## src/rtl/uart_alu_intf_if.sv

```systemverilog
// Bundle of UART receive/transmit handshakes and ALU operand/result signals.
// The slave modport is the command stage; the master modport is its environment.
interface uart_alu_intf_if #(
   parameter int NB_DATA = 8,
   parameter int NB_OP   = 6
);
   logic               rx_done_tick;
   logic [NB_DATA-1:0] rx_data;
   logic [NB_DATA-1:0] alu_result;
   logic               tx_done_tick;
   logic [NB_DATA-1:0] alu_data_a;
   logic [NB_DATA-1:0] alu_data_b;
   logic [NB_OP-1:0]   alu_op;
   logic               tx_start;
   logic [NB_DATA-1:0] tx_data;
   logic               busy;

   modport slave (
      input  rx_done_tick,
      input  rx_data,
      input  alu_result,
      input  tx_done_tick,
      output alu_data_a,
      output alu_data_b,
      output alu_op,
      output tx_start,
      output tx_data,
      output busy
   );

   modport master (
      output rx_done_tick,
      output rx_data,
      output alu_result,
      output tx_done_tick,
      input  alu_data_a,
      input  alu_data_b,
      input  alu_op,
      input  tx_start,
      input  tx_data,
      input  busy
   );
endinterface

```

## src/rtl/uart_alu_intf.sv

```systemverilog
// Command/response stage between UART RX, ALU and UART TX: gathers A, B, opcode,
// then transmits the ALU result. Define INTF_TIMEOUT_EN to abandon stalled commands.
//
//  state   | meaning
//  --------+-----------------------------------------------------------
//  GET_A   | idle, next received byte is operand A
//  GET_B   | waiting for operand B
//  GET_OP  | waiting for opcode byte
//  SEND    | ALU settled on new opcode; latch result, pulse tx_start
//  WAIT_TX | transmission in progress, waiting for tx done edge
module uart_alu_intf #(
   parameter int NB_DATA    = 8,
   parameter int NB_OP      = 6,
   parameter int NB_TIMEOUT = 20,
   parameter int N_TIMEOUT  = 1000000
) (
   input  logic               i_clock,
   input  logic               i_reset,
   uart_alu_intf_if.slave     bus
);

   typedef enum logic [2:0] {
      GET_A   = 3'd0,
      GET_B   = 3'd1,
      GET_OP  = 3'd2,
      SEND    = 3'd3,
      WAIT_TX = 3'd4
   } state_t;

   state_t             state, state_next;
   logic               rx_d, tx_d;
   logic               rx_ev, tx_ev;
   logic [NB_DATA-1:0] data_a, data_a_next;
   logic [NB_DATA-1:0] data_b, data_b_next;
   logic [NB_OP-1:0]   op, op_next;
   logic [NB_DATA-1:0] tx_data, tx_data_next;
   logic               tx_start, tx_start_next;

`ifdef INTF_TIMEOUT_EN
   localparam logic [NB_TIMEOUT-1:0] TIMEOUT_LAST = NB_TIMEOUT'(N_TIMEOUT - 1);
   logic [NB_TIMEOUT-1:0] to_cnt, to_cnt_next;
`else
   // Timeout parameters have no effect in this build; referenced only to keep them legal.
   if (N_TIMEOUT < 1 || NB_TIMEOUT < 1) begin : g_timeout_unused
   end
`endif

   // Only rising edges of the tick inputs are events; held ticks count once.
   assign rx_ev = bus.rx_done_tick & ~rx_d;
   assign tx_ev = bus.tx_done_tick & ~tx_d;

   always_ff @(posedge i_clock or posedge i_reset) begin
      if (i_reset) begin
         state    <= GET_A;
         rx_d     <= 1'b1;
         tx_d     <= 1'b1;
         data_a   <= '0;
         data_b   <= '0;
         op       <= '0;
         tx_data  <= '0;
         tx_start <= 1'b0;
`ifdef INTF_TIMEOUT_EN
         to_cnt   <= '0;
`endif
      end else begin
         state    <= state_next;
         rx_d     <= bus.rx_done_tick;
         tx_d     <= bus.tx_done_tick;
         data_a   <= data_a_next;
         data_b   <= data_b_next;
         op       <= op_next;
         tx_data  <= tx_data_next;
         tx_start <= tx_start_next;
`ifdef INTF_TIMEOUT_EN
         to_cnt   <= to_cnt_next;
`endif
      end
   end

   always_comb begin
      state_next    = state;
      data_a_next   = data_a;
      data_b_next   = data_b;
      op_next       = op;
      tx_data_next  = tx_data;
      tx_start_next = 1'b0;
`ifdef INTF_TIMEOUT_EN
      to_cnt_next   = '0;
`endif
      case (state)
         GET_A: begin
            if (rx_ev) begin
               data_a_next = bus.rx_data;
               state_next  = GET_B;
            end
         end
         GET_B: begin
            if (rx_ev) begin
               data_b_next = bus.rx_data;
               state_next  = GET_OP;
            end
`ifdef INTF_TIMEOUT_EN
            else if (to_cnt == TIMEOUT_LAST) begin
               state_next = GET_A;
            end else begin
               to_cnt_next = to_cnt + 1'b1;
            end
`endif
         end
         GET_OP: begin
            if (rx_ev) begin
               op_next    = bus.rx_data[NB_OP-1:0];
               state_next = SEND;
            end
`ifdef INTF_TIMEOUT_EN
            else if (to_cnt == TIMEOUT_LAST) begin
               state_next = GET_A;
            end else begin
               to_cnt_next = to_cnt + 1'b1;
            end
`endif
         end
         SEND: begin
            // ALU has seen the new opcode for a full cycle by this edge.
            tx_data_next  = bus.alu_result;
            tx_start_next = 1'b1;
            state_next    = WAIT_TX;
         end
         WAIT_TX: begin
            if (tx_ev) begin
               state_next = GET_A;
            end
         end
         default: begin
            state_next = GET_A;
         end
      endcase
   end

   assign bus.alu_data_a = data_a;
   assign bus.alu_data_b = data_b;
   assign bus.alu_op     = op;
   assign bus.tx_data    = tx_data;
   assign bus.tx_start   = tx_start;
   assign bus.busy       = (state == SEND) || (state == WAIT_TX);

endmodule

```

## src/flat_wrapper.sv

```systemverilog
// flat-port wrapper written by rule: the top's interface ports become plain ports
module uart_alu_intf_flat 
#(
   parameter int NB_DATA    = 8,
   parameter int NB_OP      = 6,
   parameter int NB_TIMEOUT = 20,
   parameter int N_TIMEOUT  = 1000000
)
  (i_clock, i_reset, bus_rx_done_tick, bus_rx_data, bus_alu_result, bus_tx_done_tick, bus_alu_data_a, bus_alu_data_b, bus_alu_op, bus_tx_start, bus_tx_data, bus_busy);
  uart_alu_intf_if #(.NB_DATA(NB_DATA), .NB_OP(NB_OP)) bus_i ();
  input  logic i_clock;
  input  logic i_reset;
  input wire logic [$bits(bus_i.rx_done_tick)-1:0] bus_rx_done_tick;
  input wire logic [$bits(bus_i.rx_data)-1:0] bus_rx_data;
  input wire logic [$bits(bus_i.alu_result)-1:0] bus_alu_result;
  input wire logic [$bits(bus_i.tx_done_tick)-1:0] bus_tx_done_tick;
  output wire logic [$bits(bus_i.alu_data_a)-1:0] bus_alu_data_a;
  output wire logic [$bits(bus_i.alu_data_b)-1:0] bus_alu_data_b;
  output wire logic [$bits(bus_i.alu_op)-1:0] bus_alu_op;
  output wire logic [$bits(bus_i.tx_start)-1:0] bus_tx_start;
  output wire logic [$bits(bus_i.tx_data)-1:0] bus_tx_data;
  output wire logic [$bits(bus_i.busy)-1:0] bus_busy;
  assign bus_i.rx_done_tick = bus_rx_done_tick;
  assign bus_i.rx_data = bus_rx_data;
  assign bus_i.alu_result = bus_alu_result;
  assign bus_i.tx_done_tick = bus_tx_done_tick;
  assign bus_alu_data_a = bus_i.alu_data_a;
  assign bus_alu_data_b = bus_i.alu_data_b;
  assign bus_alu_op = bus_i.alu_op;
  assign bus_tx_start = bus_i.tx_start;
  assign bus_tx_data = bus_i.tx_data;
  assign bus_busy = bus_i.busy;
  uart_alu_intf #(.NB_DATA(NB_DATA), .NB_OP(NB_OP), .NB_TIMEOUT(NB_TIMEOUT), .N_TIMEOUT(N_TIMEOUT)) u_core (.i_clock(i_clock), .i_reset(i_reset), .bus(bus_i));
endmodule
```

## config.mk

```make
export PLATFORM = sky130hd
export DESIGN_NAME = uart_alu_intf_flat
export DESIGN_NICKNAME = d
export VERILOG_FILES = /design/src/rtl/uart_alu_intf_if.sv /design/src/rtl/uart_alu_intf.sv /design/src/flat_wrapper.sv
export SDC_FILE = /design/constraint.sdc
export NUM_CORES = 1
export LEC_CHECK = 0
export CORE_UTILIZATION = 62
export CTS_BUF_LIST = sky130_fd_sc_hd__clkbuf_8
export CTS_CLUSTER_DIAMETER = 50
export DETAILED_ROUTE_END_ITERATION = 6
export DONT_BUFFER_PORTS = 1
export PLACE_DENSITY = 0.78
export SYNTH_ARGS = -nofsm -noshare
export SYNTH_HDL_FRONTEND = slang
export SYNTH_SLANG_ARGS = --single-unit
export TNS_END_PERCENT = 50
```

## constraint.sdc

```tcl
create_clock -name i_clock -period 2.4 [get_ports i_clock]
set_input_delay 0.24 -clock i_clock [delete_from_list [all_inputs] [get_ports i_clock]]
set_output_delay 0.24 -clock i_clock [all_outputs]
set_load 0.05 [all_outputs]
```

==> flow_summary.ini <==
[logic_synthesis]
synthCells = 88
synth_nets = 108
yosysUniqueCellTypes = 18
synth_area_leaders = dfrtp_1, mux2_2, mux2_4
ys_seq_elements = 36
avgSynthCellArea_um2 = 15.9
yosysTopAreaCellShare = 0.609
yosys_warnings = 0
synth_top_area_cell = dfrtp_1
synth_seq_area_share = 0.646
synth_area_um2 = 1400

[clock_network]
cts_buffers = 5
insertion_delay_ns = 0.28
cts.path.max_buffers = 2
cts_sinks = 36
path_clk_slew_ns = 0.07
tritoncts = built
clockRootBuffer = clkbuf_8
cts_resized = 0
ctsHtreeMaxLevel = 2

[global_routing]
grt_usage = 0.229
grt_pass1_vias = 773
antenna_found_initial = 0
grt_max_degree = 23
grt_overflow = 0
grt_first_pass_wirelength_mm = 3.82

[worst_setup_path]
startpoint_type = flip-flop
timing.rr.end = u_core.bus.alu_op[0]
r2r-start = u_core.state[0]
crit_type = flip-flop to output port
crit_fanout = 11
worst_ep_arrival_time_ns = 1.67
cp.required_ns = 2.16
r2r_slack_ns = 0.85
worstSetupEndpointType = output port
reg2reg_depth = 3

[routing]
ant_nets = 0
remaining_drc_errors = 0
dr.first_iter.drc_count = 8
routed_wl_mm = 2.28
drt-wirelength-per-cell_um = 18.4
vias_per_cell = 5.66
detail_route.first_pass.iterations = 4
via_count = 702

[timing]
hold_violations = 19
period_needed_ns = 1.91
worstMarginPinSlew_ns = 0.768
fmax_mhz = 524
skew_ns = 0.00762
slew_violations = 0
setup_viol = 0
max-slew-margin-rel = 0.487
fin_crit_sh = 0.795
holdWs_ns = -0.0191
rsz0062_at_grt = false
fin_setup_tns_ns = 0

[layout]
antenna_cells = 0
n_fill_cell = 145
final_cell_mix = dfrtp_1, mux2_2, mux2_4, clkbuf_8
syn_to_final_growth_pct = 9.85
final_nets = 116
final_common_cell = dfrtp_1
drive_gt1_frac = 0.454

[placement]
gp_congestion = 0.764
dp_hpwl_mm = 1.64
io_buffers = 0

[floorplanning]
io_pins = 52
num_rows = 16
dieArea_um2 = 2450
core_area_um2 = 2040
die_y_um = 49.5
die_w_um = 49.5
start_util = 0.684

[outcome]
status = finished, violations left
violations = negative hold slack

[flow_run]
max_cap_violations = 0

[hold_path]
hp-class = input pin to asynchronous set/reset pin
synth_stat cells:
| cell | count |
|---|---|
| dfstp_2 | 2 |
| nor3b_1 | 2 |
| dfrtp_1 | 34 |
| mux2_4 | 6 |
| o21ai_0 | 1 |
| nor2_1 | 2 |
| inv_1 | 2 |
| nor2b_1 | 2 |
| buf_2 | 1 |
| nand2_2 | 2 |
| a21oi_1 | 2 |
| buf_6 | 1 |
| nand2_1 | 2 |
| nand3b_1 | 1 |
| or3_1 | 1 |
| nand2b_1 | 2 |
| mux2_2 | 24 |
| nand2b_4 | 1 |
timing repair:
action,in CTS,in global routing
hold buffers,2,0
buffers inserted,0,0
endpoints found under the hold margin,2,0
through the flow:
step / worst slack, ns / utilization / cell area (um^2) / std cells / hold WS [ns]
after detailed placement: 0.775 / 0.697 / 1420 / 114 / 0.245
after floorplan: 1.00 / - / 1400 / 88 / 0.244
final: 0.493 / 0.752 / 1540 / 124 / -0.0191
after global placement: 0.838 / 0.697 / 1420 / 114 / 0.245
after global routing: 0.339 / 0.752 / 1540 / 124 / 0.0807
after CTS: 0.454 / 0.752 / 1540 / 124 / 0.00804
final cells by class:
class                      instances  area, um^2  area share
inverter                           2        7.51     0.00489
sequential                        36         903       0.588
clock inverter                     2        10.0     0.00652
clock buffer                       6        82.6      0.0538
tap                               27        33.8      0.0220
multi-input combinational         48         470       0.306
timing repair buffer               3        27.5      0.0179
sequential cells by signal (all words and copies together) (netlist names):
register / count
u_core.tx_d: 1
u_core.bus.alu_data_b: 8
u_core.bus.alu_op: 6
u_core.bus.tx_start: 1
u_core.state: 3
u_core.bus.alu_data_a: 8
u_core.bus.tx_data: 8
u_core.rx_d: 1
critical path, stage by stage (launching register included):
cell      delay [ns]
dfrtp_1         0.43
nand3b_1        0.44
nand2_1         0.52
worst max-delay path by stage:
stage                    start              endpoint  slack (ns)  depth (start not counted)
2_1_floorplan  u_core.state[0]  u_core.bus.alu_op[0]        1.00                          4
3_3_place_gp   u_core.state[2]              bus_busy        0.84                          2
3_5_place_dp   u_core.state[2]              bus_busy        0.78                          2
4_1_cts        u_core.state[2]              bus_busy        0.45                          2
5_1_grt        u_core.state[2]              bus_busy        0.34                          2
6_report       u_core.state[2]              bus_busy        0.49                          2
routing by layer:
layer / track usage / up-vias / routed length (um) / part of all wire
li1: - / 316 / - / -
met1: 0.255 / 351 / 869 / 0.38
met2: 0.365 / 30 / 1180 / 0.52
met3: 0.111 / 5 / 190 / 0.083
met4: 0.114 / 0 / 46 / 0.020
met5: 0 / - / 0 / 0
cell families after synthesis:
kind of cell,Yosys count,share of synthesized area
muxes,30,0.258
AOI/OAI and AO/OA,3,0.0107
and+or+nand+nor,15,0.0680
buffers and inverters,4,0.0170
DFF,36,0.646
Power is not shown: default switching activity piles up to over one toggle a cycle in this logic, so the estimate is an artifact.
